[config.mk]
export PLATFORM = sky130hd
export DESIGN_NAME = rom_download_sdram
export DESIGN_NICKNAME = d
export VERILOG_FILES = /design/src/rtl/rom_download_sdram.sv
export SDC_FILE = /design/constraint.sdc
export NUM_CORES = 1
export LEC_CHECK = 0
export CORE_ASPECT_RATIO = 2
export CORE_UTILIZATION = 53
export CTS_CLUSTER_SIZE = 10
export DETAILED_ROUTE_END_ITERATION = 10
export GPL_ROUTABILITY_DRIVEN = 1
export PLACE_DENSITY = 0.74
export SLEW_MARGIN = 10
export SYNTH_ARGS = -nofsm -noshare
export SYNTH_HDL_FRONTEND = slang
export SYNTH_SLANG_ARGS = --single-unit
[constraint.sdc]
create_clock -name clk_sys -period 3.2 [get_ports clk_sys]
set_clock_uncertainty 0.15 [all_clocks]
set_input_delay 0.8 -clock clk_sys [delete_from_list [all_inputs] [get_ports clk_sys]]
set_output_delay 0.8 -clock clk_sys [all_outputs]
set_load 0.01 [all_outputs]
[src/rtl/rom_download_sdram.sv]
// rom_download_sdram: packs the byte-wide ROM download stream into 16-bit
// memory writes with byte enables, buffers them in a small FIFO and holds
// the game core in reset until the download has been fully written.
module rom_download_sdram #(
  parameter int unsigned FIFO_DEPTH = 4,
  parameter int unsigned RESET_HOLD = 256
) (
  input  logic        clk_sys,
  input  logic        reset,
  input  logic        ioctl_download,
  input  logic [7:0]  ioctl_index,
  input  logic        ioctl_wr,
  input  logic [24:0] ioctl_addr,
  input  logic [7:0]  ioctl_dout,
  output logic        mem_req,
  input  logic        mem_ack,
  output logic [23:0] mem_addr,
  output logic [15:0] mem_din,
  output logic [1:0]  mem_be,
  output logic        core_reset,
  output logic        load_done,
  output logic [24:0] byte_count,
  output logic        overflow
);

  localparam int unsigned CNT_W  = $clog2(FIFO_DEPTH + 1);
  localparam int unsigned HOLD_W = (RESET_HOLD > 1) ? $clog2(RESET_HOLD) : 1;

  localparam logic [1:0] ST_IDLE  = 2'd0;
  localparam logic [1:0] ST_LOAD  = 2'd1;
  localparam logic [1:0] ST_FLUSH = 2'd2;
  localparam logic [1:0] ST_HOLD  = 2'd3;

  typedef struct packed {
    logic [23:0] waddr;
    logic [15:0] data;
    logic [1:0]  be;
  } word_t;

  // Registered state
  logic [1:0]        state, state_nxt;
  logic              wr_q, dl_q;
  logic              hold_valid, hold_valid_nxt;
  logic [7:0]        hold_data, hold_data_nxt;
  logic [23:0]       hold_waddr, hold_waddr_nxt;
  logic              pend_valid, pend_valid_nxt;
  logic [7:0]        pend_data, pend_data_nxt;
  logic [23:0]       pend_waddr, pend_waddr_nxt;
  word_t             fifo_q [FIFO_DEPTH];
  word_t             fifo_q_nxt [FIFO_DEPTH];
  logic [FIFO_DEPTH-1:0] fifo_vld, fifo_vld_nxt;
  logic [CNT_W-1:0]  fifo_cnt, fifo_cnt_nxt;
  logic [HOLD_W-1:0] hold_cnt, hold_cnt_nxt;
  logic              core_reset_nxt, load_done_nxt, overflow_nxt;
  logic [24:0]       byte_count_nxt;

  // Combinational helpers
  logic              ev, dl_rise, dl_fall;
  logic [23:0]       ev_waddr;
  logic              push;
  word_t             push_word;
  logic              pop, full, push_ok, push_drop;
  logic [CNT_W-1:0]  wr_idx;
  logic              drained, enter_load;
  logic              unused_bits;

  // One event per byte: first cycle of the strobe while a download is active
  assign ev       = ioctl_wr && !wr_q && ioctl_download;
  assign dl_rise  = ioctl_download && !dl_q;
  assign dl_fall  = !ioctl_download && dl_q;
  assign ev_waddr = {ioctl_index[1:0], ioctl_addr[22:1]};
  assign unused_bits = ^{ioctl_index[7:2], ioctl_addr[24:23]};

  // FIFO head drives the memory port directly from registers
  assign mem_req  = fifo_vld[0];
  assign mem_addr = fifo_q[0].waddr;
  assign mem_din  = fifo_q[0].data;
  assign mem_be   = fifo_q[0].be;

  assign pop       = fifo_vld[0] && mem_ack;
  assign full      = (fifo_cnt == CNT_W'(FIFO_DEPTH));
  assign push_ok   = push && (!full || pop);
  assign push_drop = push && full && !pop;
  assign drained   = (fifo_cnt == '0) && !hold_valid && !pend_valid && !push;

  // Byte pairing: hold register for even bytes, pending slot for a split odd byte
  always_comb begin
    push           = 1'b0;
    push_word      = '0;
    hold_valid_nxt = hold_valid;
    hold_data_nxt  = hold_data;
    hold_waddr_nxt = hold_waddr;
    pend_valid_nxt = pend_valid;
    pend_data_nxt  = pend_data;
    pend_waddr_nxt = pend_waddr;

    if (pend_valid) begin
      push           = 1'b1;
      push_word      = '{waddr: pend_waddr, data: {pend_data, 8'h00}, be: 2'b10};
      pend_valid_nxt = 1'b0;
    end else if (ev) begin
      if (!ioctl_addr[0]) begin
        if (hold_valid) begin
          push      = 1'b1;
          push_word = '{waddr: hold_waddr, data: {8'h00, hold_data}, be: 2'b01};
        end
        hold_valid_nxt = 1'b1;
        hold_data_nxt  = ioctl_dout;
        hold_waddr_nxt = ev_waddr;
      end else if (hold_valid && (hold_waddr == ev_waddr)) begin
        push           = 1'b1;
        push_word      = '{waddr: ev_waddr, data: {ioctl_dout, hold_data}, be: 2'b11};
        hold_valid_nxt = 1'b0;
      end else if (!hold_valid) begin
        push      = 1'b1;
        push_word = '{waddr: ev_waddr, data: {ioctl_dout, 8'h00}, be: 2'b10};
      end else begin
        push           = 1'b1;
        push_word      = '{waddr: hold_waddr, data: {8'h00, hold_data}, be: 2'b01};
        hold_valid_nxt = 1'b0;
        pend_valid_nxt = 1'b1;
        pend_data_nxt  = ioctl_dout;
        pend_waddr_nxt = ev_waddr;
      end
    end else if ((state == ST_FLUSH) && hold_valid) begin
      push           = 1'b1;
      push_word      = '{waddr: hold_waddr, data: {8'h00, hold_data}, be: 2'b01};
      hold_valid_nxt = 1'b0;
    end
  end

  // Shift-register FIFO: entry 0 is always the head so the port stays registered
  always_comb begin
    fifo_q_nxt   = fifo_q;
    fifo_vld_nxt = fifo_vld;
    if (pop) begin
      for (int i = 0; i < int'(FIFO_DEPTH) - 1; i++) begin
        fifo_q_nxt[i]   = fifo_q[i+1];
        fifo_vld_nxt[i] = fifo_vld[i+1];
      end
      fifo_vld_nxt[FIFO_DEPTH-1] = 1'b0;
    end
    wr_idx = pop ? (fifo_cnt - CNT_W'(1)) : fifo_cnt;
    if (push_ok) begin
      for (int i = 0; i < int'(FIFO_DEPTH); i++) begin
        if (CNT_W'(i) == wr_idx) begin
          fifo_q_nxt[i]   = push_word;
          fifo_vld_nxt[i] = 1'b1;
        end
      end
    end
    fifo_cnt_nxt = fifo_cnt + CNT_W'(push_ok) - CNT_W'(pop);
  end

  // Download sequencing: next state and registered status outputs
  always_comb begin
    state_nxt      = state;
    hold_cnt_nxt   = hold_cnt;
    load_done_nxt  = load_done;
    byte_count_nxt = ev ? (byte_count + 25'd1) : byte_count;
    overflow_nxt   = overflow | push_drop;
    enter_load     = 1'b0;

    case (state)
      ST_IDLE: begin
        if (dl_rise) enter_load = 1'b1;
      end
      ST_LOAD: begin
        if (dl_fall) state_nxt = ST_FLUSH;
      end
      ST_FLUSH: begin
        if (drained) begin
          if (ioctl_download) begin
            enter_load = 1'b1;
          end else begin
            state_nxt    = ST_HOLD;
            hold_cnt_nxt = HOLD_W'(RESET_HOLD - 1);
          end
        end
      end
      ST_HOLD: begin
        if (dl_rise) begin
          enter_load = 1'b1;
        end else if (hold_cnt == '0) begin
          state_nxt     = ST_IDLE;
          load_done_nxt = 1'b1;
        end else begin
          hold_cnt_nxt = hold_cnt - HOLD_W'(1);
        end
      end
      default: state_nxt = ST_IDLE;
    endcase

    if (enter_load) begin
      state_nxt      = ST_LOAD;
      load_done_nxt  = 1'b0;
      byte_count_nxt = ev ? 25'd1 : 25'd0;
      overflow_nxt   = push_drop;
    end

    core_reset_nxt = (state_nxt != ST_IDLE);
  end

  // State and datapath registers
  always_ff @(posedge clk_sys) begin
    if (reset) begin
      state      <= ST_IDLE;
      wr_q       <= 1'b0;
      dl_q       <= 1'b0;
      hold_valid <= 1'b0;
      hold_data  <= '0;
      hold_waddr <= '0;
      pend_valid <= 1'b0;
      pend_data  <= '0;
      pend_waddr <= '0;
      for (int i = 0; i < int'(FIFO_DEPTH); i++) fifo_q[i] <= '0;
      fifo_vld   <= '0;
      fifo_cnt   <= '0;
      hold_cnt   <= '0;
      core_reset <= 1'b0;
      load_done  <= 1'b0;
      byte_count <= '0;
      overflow   <= 1'b0;
    end else begin
      state      <= state_nxt;
      wr_q       <= ioctl_wr;
      dl_q       <= ioctl_download;
      hold_valid <= hold_valid_nxt;
      hold_data  <= hold_data_nxt;
      hold_waddr <= hold_waddr_nxt;
      pend_valid <= pend_valid_nxt;
      pend_data  <= pend_data_nxt;
      pend_waddr <= pend_waddr_nxt;
      fifo_q     <= fifo_q_nxt;
      fifo_vld   <= fifo_vld_nxt;
      fifo_cnt   <= fifo_cnt_nxt;
      hold_cnt   <= hold_cnt_nxt;
      core_reset <= core_reset_nxt;
      load_done  <= load_done_nxt;
      byte_count <= byte_count_nxt;
      overflow   <= overflow_nxt;
    end
  end

endmodule
==> qor_table.md, run 1 <==
| Parameter | This run | Unit |
|---|---|---|
| Status | finished clean | - |
| Sequential fraction of design power | 47.8 | % |
| Total power after layout | 7.44 | mW |
| Setup violators final | 0 | - |
| First-pass iteration count of the detailed router | 6 | - |
| Setup crit start kind | input pin | - |
| Via count of the first global-routing pass | 13100 | - |
| Netlist area before placement | 14100 | um2 |
| Worst-skew pair later-pin latency | 0.52 | ns |
| Fin worst setup slack | 0.148 | ns |
| R2R Path Start | state[0]$_SDFF_PP0_ | - |
| CTS tree | built | - |
| Share of the clock period used by the worst path after layout | 95.4 | % |
| Routed via count divided by cell count | 6.14 | - |
| Number of cells on the worst hold path | 2 | - |
| Required time of the critical path | 3.44 | ns |
| Number of nets with antenna violations after routing | 0 | - |
| Share of synthesized area occupied by flip-flops and latches | 39.9 | % |
| Class of the tightest hold or removal check | reg -> reg | - |
| # IOs | 117 | - |
| Initial standard-cell utilization of the core | 53.9 | % |
| Max-cap violations | 0 | - |
| Tightest Pin Transition | 0.848 | ns |
| Number of cell rows | 84 | - |
| Synth cell types | 58 | - |
| GRT Resource Usage Total | 31.3 | % |
| Leading cell types by total area after synthesis | sky130_fd_sc_hd__dfxtp_1 (40%), sky130_fd_sc_hd__nand2_1 (9.8%), sky130_fd_sc_hd__mux2i_1 (7.5%) | - |
| Net total in the final layout | 1867 | - |
| Total detailed-routing wirelength | 42.9 | mm |
| Max-slew violations | 0 | - |
| Count of buffers from port buffering | 108 | - |
| Timing endpoint of the critical path | fifo_q[18]$_SDFFE_PP0P_ | - |
| Initial antenna violation count | 0 | - |
| Standard cell core area | 26200 | um2 |
| Final Core Density | 63.8 | % |
| Nature of the critical path endpoint | register | - |
| Number of enable flip-flop cells after synthesis | 0 | - |
| Clk slew on worst S/H paths | 0.05 | ns |
| Cts repair resizes | 0 | - |
| Detailed-route via count | 13200 | - |
| Synth Net Count | 1807 | - |
| Global-route wire length before repair | 67.8 | mm |
| Async SR Flop Fraction | 0 | % |
| Part of the total power dissipated in combinational logic | 5.9 | % |
| Relative contribution of the clock network to total power | 46.3 | % |
| Fill cell instance count of the final layout | 2257 | - |
| Internal power summed over all cells | 5.74 | mW |
| Total number of yosys warnings | 0 | - |
| Average wire length per cell after detail routing | 19.9 | um |
| Hold-fix buffers, CTS | 0 | - |
| Setup repair after global routing missed its margin | false | - |
| Start-to-end type of the worst setup path | in -> reg | - |
| Total leakage power | 5.98 | nW |
| Logic depth of the worst register-to-register path | 11 | - |
| Area share of the leading cell type in the synthesized netlist | 39.9 | % |
| R2r setup slk | 0.59 | ns |
| Post-DP HPWL | 27.6 | mm |
| Switching part of the total | 22.9 | % |
| Worst voltage drop across the vdd grid | 0.424 | mV |
| Number of sinks driven by the clock tree | 281 | - |
| Clock buffers created by TritonCTS | 34 | - |
| Post-CTS Setup Bufs | 0 | - |
| GP Congestion | 0.888 | - |
| Critical path arrival | 3.29 | ns |
| Maximum level of the CTS H-tree | 2 | - |
| CP max FO | 10 | - |
| Clock tree root buffer cell | sky130_fd_sc_hd__clkbuf_16 | - |
| Cell count after synthesis | 1748 | - |
| Layout overhead on the synthesized area | 18.5 | % |
| Fmax | 328 | MHz |
| Layout cells sized above 1 | 10.3 | % |
| Horizontal extent of the die | 117 | um |
| Floorplan die height | 233 | um |
| Register bit count reported by yosys | 281 | - |
| Post-layout minimum cycle time | 3.05 | ns |
| Longest Clk Path Bufs | 3 | - |
| Destination of the worst register-to-register timing path | fifo_cnt[2]$_SDFF_PP0_ | - |
| Switching component of the power | 1.70 | mW |
| Die ar. | 27300 | um2 |
| Initial detailed-routing violation count | 1143 | - |
| DRC errors left | 0 | - |
| Most common flop cell mapped by yosys | sky130_fd_sc_hd__dfxtp_1 | - |
| Mean Syn Cell Area | 8.06 | um2 |
| Pre-CTS setup slack | -0.275 | ns |
| Number of endpoints with negative hold slack in the final report | 0 | - |
| Worst slew slack as a fraction of its limit | 42.9 | % |
| Number of antenna repair diodes | 0 | - |
| Cell taking the most area after synthesis | sky130_fd_sc_hd__dfxtp_1 | - |
| Pin count of the biggest net entering global routing | 167 | - |
| Overflow after GRT | 0 | - |
| Power per unit of standard cell area | 445 | nW/um2 |
| CP Launch Point | ioctl_addr[17] | - |
[Yosys cell counts, types with 30 or more instances]
master and instances:
sky130_fd_sc_hd__buf_4 53, sky130_fd_sc_hd__o221ai_1 46, sky130_fd_sc_hd__inv_1 37, sky130_fd_sc_hd__buf_2 30
sky130_fd_sc_hd__nor3_1 31, sky130_fd_sc_hd__dfxtp_1 281, sky130_fd_sc_hd__nor2_1 117, sky130_fd_sc_hd__xor2_1 47
sky130_fd_sc_hd__a21oi_1 196, sky130_fd_sc_hd__nand2_1 369, sky130_fd_sc_hd__clkbuf_1 81, sky130_fd_sc_hd__mux2i_1 105
[power groups by stage]
stage,registers [mW],clock network (mW),logic [mW]
after global routing,3.56,3.63,0.465
after global placement,3.63,0,0.421
after CTS,3.56,3.51,0.429
after detailed placement,3.63,0,0.427
after floorplan,3.63,0,0.218
final,3.56,3.44,0.437
[cell usage in the layout, fill, tap and decap left out, types with 24 or more instances in the layout]
cell	n
sky130_fd_sc_hd__a21oi_1	196
sky130_fd_sc_hd__nand2b_1	27
sky130_fd_sc_hd__nor3_1	31
sky130_fd_sc_hd__clkdlybuf4s50_1	107
sky130_fd_sc_hd__nor2_1	117
sky130_fd_sc_hd__o31ai_1	24
sky130_fd_sc_hd__buf_4	69
sky130_fd_sc_hd__dfxtp_1	281
sky130_fd_sc_hd__a311oi_1	29
sky130_fd_sc_hd__o221ai_1	46
sky130_fd_sc_hd__xor2_1	47
sky130_fd_sc_hd__clkbuf_16	37
sky130_fd_sc_hd__mux2i_1	105
sky130_fd_sc_hd__nand2_1	368
sky130_fd_sc_hd__inv_1	36
sky130_fd_sc_hd__a31o_2	27
sky130_fd_sc_hd__buf_12	26
[layout make-up]
cell class / instances / area, um2 / share of cell area [%]
well taps: 344 / 430 / 2.58
clock inverters: 1 / 8.76 / 0.0524
flip-flops and latches: 281 / 5630 / 33.7
repair buffers: 203 / 2120 / 12.7
inverters: 37 / 141 / 0.846
multi-input cells: 1251 / 7450 / 44.6
clock buffers: 38 / 930 / 5.56
[logic make-up after synthesis]
kind of cell	after synthesis	synth area share, %
AND/OR/NAND/NOR	630	19.1
adder cells (fa/ha/maj)	13	1.21
XOR/XNOR	57	3.54
multiplexers	106	7.54
AO/OA/AOI/OAI	445	21.1
flip-flops	281	39.9
buffers and inverters	216	7.54
[flip-flops by register name, summed over array words and instances, names as in the netlist, 2 cells and up]
signal      cells
pend_data       8
hold_data       8
pend_waddr     24
fifo_vld        4
hold_cnt        8
hold_waddr     24
mem_addr       24
state           2
fifo_cnt        3
mem_din        16
byte_count     25
mem_be          2
fifo_q        126
[worst min path at each step]
stage	from	end
after floorplan	fifo_q[0]$_SDFFE_PP0P_	fifo_q[0]$_SDFFE_PP0P_
after global placement	fifo_q[8]$_SDFFE_PP0P_	fifo_q[8]$_SDFFE_PP0P_
after detailed placement	fifo_q[5]$_SDFFE_PP0P_	fifo_q[5]$_SDFFE_PP0P_
after CTS	fifo_q[7]$_SDFFE_PP0P_	fifo_q[7]$_SDFFE_PP0P_
after global routing	fifo_q[5]$_SDFFE_PP0P_	fifo_q[5]$_SDFFE_PP0P_
final	fifo_q[7]$_SDFFE_PP0P_	fifo_q[7]$_SDFFE_PP0P_
[stage by stage]
stage / setup TNS (ns) / cells / cell area, um2 / hold WS [ns]
after floorplan: 0 / 1748 / 14100 / 0.287
after global placement: -24.12 / 2116 / 15800 / 0.291
after detailed placement: -24.31 / 2116 / 15800 / 0.298
after CTS: 0 / 2155 / 16700 / 0.306
after global routing: 0 / 2155 / 16700 / 0.323
final: 0 / 2155 / 16700 / 0.304
[critical path: stages]
cell and delay [ns]:
sky130_fd_sc_hd__clkdlybuf4s50_1 0.60, sky130_fd_sc_hd__xor2_1 0.25, sky130_fd_sc_hd__nor4_1 0.34, sky130_fd_sc_hd__nand4_1 0.22, sky130_fd_sc_hd__or3_1 0.51, sky130_fd_sc_hd__buf_4 0.25
sky130_fd_sc_hd__a41oi_1 0.20, sky130_fd_sc_hd__o21ai_0 0.11
[routing by layer]
layer / wire length [um] / vias up / global-route usage, %
li1: - / 6191 / -
met1: 15000 / 6333 / 31.1
met2: 21900 / 510 / 56.9
met3: 2450 / 189 / 4.90
met4: 3500 / 0 / 26.2
met5: 0 / - / 0
No activity file was read; power rests on OpenSTA's default activity.
==> run 2, diff against run 1 <==
Settings changed: CELL_PAD_IN_SITES_DETAIL_PLACEMENT from default to 1, CELL_PAD_IN_SITES_GLOBAL_PLACEMENT from default to 1, CORE_UTILIZATION 53 to 40.
==> qor_table.md, run 2 (synthesized netlist as in run 1, its figures left out) <==
| Parameter | This run | Unit | Delta |
|---|---|---|---|
| Status | finished clean | - |  |
| Peak per-stage delay on the critical path | 0.53 | ns | -0.07 ns |
| Floorplan die height | 267 | um | +15% |
| Horizontal extent of the die | 135 | um | +15% |
| Max-slew violations | 0 | - | unchanged |
| Setup repair after global routing missed its margin | false | - |  |
| GRT Resource Usage Total | 27.7 | % | -3.6 points |
| Total detailed-routing wirelength | 49.6 | mm | +16% |
| Clock tree root buffer cell | sky130_fd_sc_hd__clkbuf_16 | - |  |
| Initial antenna violation count | 1 | - | +1 |
| Worst Hold Slack | 0.307 | ns | +0.00306 ns |
| Share of the clock period used by the worst path after layout | 94.3 | % | -1.0 points |
| Number of cells on the worst hold path | 2 | - | unchanged |
| Number of cell rows | 96 | - | +14% |
| Fmax | 331 | MHz | +1.1% |
| Die ar. | 36000 | um2 | +32% |
| Post-DP HPWL | 33.4 | mm | +21% |
| Clk slew on worst S/H paths | 0.06 | ns | about the same |
| Layout cells sized above 1 | 11.1 | % | +0.79 points |
| Area of all placed cells without fillers | 16900 | um2 | +1.3% |
| Detailed-route via count | 13300 | - | +0.65% |
| Critical path cell sequence | clkdlybuf4s50_1, xor2_1, nor4_1, nand4_1, or3_1, buf_12, a41oi_1, o21ai_1 | - |  |
| First-pass iteration count of the detailed router | 5 | - | -1 |
| Post-layout minimum cycle time | 3.02 | ns | -0.0328 ns |
| Start-to-end type of the worst setup path | in -> reg | - |  |
| Slowest CP cell | sky130_fd_sc_hd__clkdlybuf4s50_1 | - |  |
| Tightest Pin Transition | 0.927 | ns | +0.0788 ns |
| Critical path arrival | 3.27 | ns | -0.02 ns |
| Class of the tightest hold or removal check | reg -> reg | - |  |
| Worst slew slack as a fraction of its limit | 37.6 | % | -5.3 points |
| Nature of the critical path endpoint | register | - |  |
| Placed insts | 2229 | - | +5.3% |
| Instance area after placement | 16000 | um2 | +1.3% |
| Pin count of the biggest net entering global routing | 107 | - | -36% |
| Max-cap violations | 0 | - | unchanged |
| Power per unit of standard cell area | 446 | nW/um2 | +0.14% |
| Longest Clk Path Bufs | 3 | - | unchanged |
| Setup violators final | 0 | - | unchanged |
| Layout overhead on the synthesized area | 20.0 | % |  |
| Required time of the critical path | 3.46 | ns | +0.02 ns |
| Cts repair resizes | 0 | - | unchanged |
| Count of buffers from port buffering | 108 | - | unchanged |
| Global-route wire length before repair | 77.0 | mm | +14% |
| # IOs | 117 | - | unchanged |
| Most frequent cells in the layout | sky130_fd_sc_hd__nand2_1 (368), sky130_fd_sc_hd__dfxtp_1 (281), sky130_fd_sc_hd__a21oi_1 (196), sky130_fd_sc_hd__nor2_1 (117), sky130_fd_sc_hd__clkdlybuf4s50_1 (107) | - |  |
| Worst voltage drop across the vdd grid | 0.368 | mV | -13% |
| Average wire length per cell after detail routing | 21.9 | um | +9.8% |
| CTS tree | built | - |  |
| Hold-fix buffers, CTS | 0 | - | unchanged |
| Final Core Density | 49.1 | % | -15 points |
| Net total in the final layout | 1883 | - | +0.86% |
| DRC errors left | 0 | - | unchanged |
| Routed via count divided by cell count | 5.87 | - | -4.4% |
| Max reg flops | 126 | - | unchanged |
| Final cell count without fillers | 2269 | - | +5.3% |
| Logic depth of the worst register-to-register path | 11 | - | unchanged |
| Clock buffers created by TritonCTS | 34 | - | unchanged |
| Number of sinks driven by the clock tree | 281 | - | unchanged |
| Post-CTS Setup Bufs | 0 | - | unchanged |
| Number of nets with antenna violations after routing | 0 | - | unchanged |
| GP Congestion | 0.845 | - | -4.9% |
| Most flop-heavy register | fifo_q | - |  |
| Number of endpoints with negative hold slack in the final report | 0 | - | unchanged |
| Maximum level of the CTS H-tree | 2 | - | unchanged |
| Largest registers | fifo_q x126, byte_count x25 | - |  |
| Initial standard-cell utilization of the core | 40.9 | % | -13 points |
| Total leakage power | 6.05 | nW | +1.1% |
| Standard cell core area | 34500 | um2 | +32% |
| CP max FO | 23 | - | +13 |
| Overflow after GRT | 0 | - | unchanged |
| Initial detailed-routing violation count | 710 | - | -38% |
| Setup crit start kind | input pin | - |  |
| Worst-skew pair later-pin latency | 0.53 | ns | about the same |
| Via count of the first global-routing pass | 14200 | - | +8.7% |
| Most common library cell in the layout ignoring fill and taps | sky130_fd_sc_hd__nand2_1 | - |  |
## run 2: cell count changes in the layout (fill, tap and decap cells not counted)
cell	change
sky130_fd_sc_hd__buf_12	-3
sky130_fd_sc_hd__buf_4	+19
sky130_fd_sc_hd__buf_6	-1
sky130_fd_sc_hd__clkbuf_8	+1
sky130_fd_sc_hd__diode_2	+1
## run 2: metal layers
layer	global-route usage (%)	wire, um
met1	26.8	17700
met2	53.4	26900
met3	3.29	1600
met4	19.3	3360
met5	0	0
## run 2: where the power goes
part	total, mW	switching (mW)	internal, mW
combinational	0.462	0.278	0.184
clock	3.52	1.49	2.03
sequential	3.56	0.0298	3.53
total	7.54	1.80	5.75
## run 2: through the flow
step | total power [mW] | setup slack (ns) | setup TNS, ns
2_1_floorplan | 3.85 | 0.0549 | 0
3_3_place_gp | 4.08 | -0.247 | -25.17
3_5_place_dp | 4.09 | -0.332 | -37.77
4_1_cts | 7.61 | 0.178 | 0
5_1_grt | 7.76 | 0.00629 | 0
6_report | 7.54 | 0.181 | 0
## run 2: final cells by class
cell class	instances	area (um2)
well taps	441	552
multi-input cells	1251	7450
inverters	37	141
repair buffers	219	2210
clock inverters	1	8.76
flip-flops and latches	281	5630
fillers	4084	17600
diodes	1	2.50
clock buffers	38	930
## run 2: path summary, 6_finish.rpt
path | slack, ns | start | endpoint
hold reg to reg | 0.31 | fifo_q[0]$_SDFFE_PP0P_ | fifo_q[0]$_SDFFE_PP0P_
hold / removal | 0.31 | fifo_q[0]$_SDFFE_PP0P_ | fifo_q[0]$_SDFFE_PP0P_
setup / recovery | 0.18 | ioctl_addr[18] | fifo_q[27]$_SDFFE_PP0P_
setup reg to reg | 0.56 | state[0]$_SDFF_PP0_ | fifo_cnt[2]$_SDFF_PP0_
## run 2: critical path: cells and delay by family
family / cells / cell delay (ns)
compound gates: 2 / 0.35
xor+xnor: 1 / 0.21
simple gates: 3 / 1.14
buf+inv: 2 / 0.76
==> run 3, diff against run 2 <==
==> constraint.sdc (replaced) <==
create_clock -name clk_sys -period 3.2 [get_ports clk_sys]
set_clock_uncertainty 0.15 [all_clocks]
set_input_delay 0.64 -clock clk_sys [delete_from_list [all_inputs] [get_ports clk_sys]]
set_output_delay 0.64 -clock clk_sys [all_outputs]
set_load 0.01 [all_outputs]
==> qor_table.md, run 3 (synthesized netlist as in run 1, its figures left out) <==
| Parameter | This run | Unit | Delta |
|---|---|---|---|
| Class of the tightest hold or removal check | reg -> reg | - |  |
| Peak per-stage delay on the critical path | 0.55 | ns | +0.02 ns |
| Largest registers | fifo_q x126, byte_count x25 | - |  |
| Tightest Pin Transition | 0.841 | ns | -0.0860 ns |
| Worst slew slack as a fraction of its limit | 43.4 | % | +5.8 points |
| Power per unit of standard cell area | 447 | nW/um2 | +0.18% |
| CP max FO | 10 | - | -57% |
| Slowest CP cell | sky130_fd_sc_hd__clkdlybuf4s50_1 | - |  |
| Layout overhead on the synthesized area | 19.1 | % |  |
| First-pass iteration count of the detailed router | 5 | - | unchanged |
| R2r setup slk | 0.57 | ns | about the same |
| Initial standard-cell utilization of the core | 40.9 | % | unchanged |
| Total power after layout | 7.50 | mW | -0.55% |
| Total detailed-routing wirelength | 49.5 | mm | -0.19% |
| Setup violators final | 0 | - | unchanged |
| Required time of the critical path | 3.44 | ns | -0.02 ns |
| Most common library cell in the layout ignoring fill and taps | sky130_fd_sc_hd__nand2_1 | - |  |
| Worst-skew pair later-pin latency | 0.53 | ns | about the same |
| Setup crit start kind | input pin | - |  |
| Reg area | 5630 | um2 | unchanged |
| Maximum level of the CTS H-tree | 2 | - | unchanged |
| Pin count of the biggest net entering global routing | 86 | - | -20% |
| Clock buffers created by TritonCTS | 34 | - | unchanged |
| Overflow after GRT | 0 | - | unchanged |
| Initial detailed-routing violation count | 620 | - | -13% |
| Final Core Density | 48.7 | % | -0.36 points |
| Post-DP HPWL | 33.4 | mm | about the same |
| CTS tree | built | - |  |
| Fill cell instance count of the final layout | 4135 | - | +1.2% |
| Critical path cell sequence | clkdlybuf4s50_1, xor2_1, nor4_1, nand4_1, or3_1, buf_4, a41oi_1, o21ai_0 | - |  |
| Hold-fix buffers, CTS | 0 | - | unchanged |
| Number of sinks driven by the clock tree | 281 | - | unchanged |
| Longest Clk Path Bufs | 3 | - | unchanged |
| Standard cell core area | 34500 | um2 | unchanged |
| # IOs | 117 | - | unchanged |
| Post-CTS Setup Bufs | 0 | - | unchanged |
| Number of cell rows | 96 | - | unchanged |
| Area used by multi-input combinational logic | 7450 | um2 | unchanged |
| Total leakage power | 5.96 | nW | -1.5% |
| Initial antenna violation count | 1 | - | unchanged |
| Global-route wire length before repair | 78.0 | mm | +1.3% |
| Clock tree root buffer cell | sky130_fd_sc_hd__clkbuf_16 | - |  |
| Floorplan die height | 267 | um | unchanged |
| GRT Resource Usage Total | 27.9 | % | +0.22 points |
| Max-slew violations | 0 | - | unchanged |
| Clk slew on worst S/H paths | 0.05 | ns | about the same |
| Share of the clock period used by the worst path after layout | 93.5 | % | -0.81 points |
| Worst voltage drop across the vdd grid | 0.374 | mV | +1.7% |
| Number of nets with antenna violations after routing | 0 | - | unchanged |
| Setup repair after global routing missed its margin | false | - |  |
| Via count of the first global-routing pass | 14400 | - | +1.3% |
| Layout cells sized above 1 | 10.2 | % | -0.88 points |
| Start-to-end type of the worst setup path | in -> reg | - |  |
| GP Congestion | 0.813 | - | -3.8% |
| Post-layout minimum cycle time | 2.99 | ns | -0.0260 ns |
| Critical path arrival | 3.23 | ns | -0.04 ns |
| Net total in the final layout | 1865 | - | -0.96% |
| Most frequent cells in the layout | sky130_fd_sc_hd__nand2_1 (368), sky130_fd_sc_hd__dfxtp_1 (281), sky130_fd_sc_hd__a21oi_1 (196), sky130_fd_sc_hd__nor2_1 (117), sky130_fd_sc_hd__clkdlybuf4s50_1 (107) | - |  |
| Cts repair resizes | 0 | - | unchanged |
| DRC errors left | 0 | - | unchanged |
| Placed insts | 2211 | - | -0.81% |
| Max-cap violations | 0 | - | unchanged |
| Number of endpoints with negative hold slack in the final report | 0 | - | unchanged |
| Most flop-heavy register | fifo_q | - |  |
| Fmax | 334 | MHz | +0.87% |
| Detailed-route via count | 13300 | - | -0.068% |
| Nature of the critical path endpoint | register | - |  |
| Average wire length per cell after detail routing | 22.0 | um | +0.61% |
| Count of buffers from port buffering | 108 | - | unchanged |
| Horizontal extent of the die | 135 | um | unchanged |
| Routed via count divided by cell count | 5.91 | - | +0.73% |
| Status | finished clean | - |  |
| Max reg flops | 126 | - | unchanged |
| Die ar. | 36000 | um2 | unchanged |
| Final cell count without fillers | 2251 | - | -0.79% |
run 3: cell count changes in the layout (fill, tap and decap cells not counted):
cell                     change
sky130_fd_sc_hd__buf_4      -19
sky130_fd_sc_hd__buf_12      +1
run 3: stage by stage:
| stage | setup TNS [ns] | instance area (um2) | hold slack (ns) | worst slack, ns |
|---|---|---|---|---|
| floorplan | 0 | 14100 | 0.287 | 0.215 |
| global placement | -9.43 | 15900 | 0.291 | -0.180 |
| detailed placement | -14.19 | 15900 | 0.300 | -0.206 |
| CTS | 0 | 16800 | 0.307 | 0.287 |
| global route | 0 | 16800 | 0.329 | 0.162 |
| finish | 0 | 16800 | 0.304 | 0.207 |
run 3: layer usage:
| metal | wire length (um) | up-vias | global-route usage [%] |
|---|---|---|---|
| li1 | - | 6199 | - |
| met1 | 17400 | 6620 | 26.6 |
| met2 | 26800 | 327 | 54.3 |
| met3 | 1650 | 154 | 2.90 |
| met4 | 3680 | 0 | 20.1 |
| met5 | 0 | - | 0 |
run 3: cell type report:
cell class                 instances  area share, %
inverter                          37          0.842
multi-input combinational       1251           44.4
antenna                            1         0.0149
timing repair buffer             201           12.4
tap                              441           3.29
clock buffer                      38           5.54
clock inverter                     1         0.0522
sequential                       281           33.5
run 3: path summary, 6_finish.rpt:
path / depth (start not counted) / endpoint / startpoint
hold reg to reg: 2 / fifo_vld[3]$_SDFF_PP0_ / fifo_vld[3]$_SDFF_PP0_
hold / removal: 2 / fifo_vld[3]$_SDFF_PP0_ / fifo_vld[3]$_SDFF_PP0_
setup / recovery: 8 / fifo_q[41]$_SDFFE_PP0P_ / ioctl_addr[18]
setup reg to reg: 11 / fifo_cnt[2]$_SDFF_PP0_ / state[0]$_SDFF_PP0_
run 3: critical path, delay by kind of cell:
| family | cells | cell delay, ns |
|---|---|---|
| and+or+nand+nor | 3 | 1.22 |
| buffers and inverters | 2 | 0.80 |
| AOI/OAI and AO/OA | 2 | 0.36 |
| xor gates and xnor gates | 1 | 0.22 |
run 3: where the power goes:
group	leakage, nW	total, mW	switching [mW]	internal, mW
clock	0.462	3.48	1.45	2.03
combinational	3.23	0.459	0.278	0.181
sequential	2.27	3.56	0.0304	3.53
total	5.96	7.50	1.76	5.74
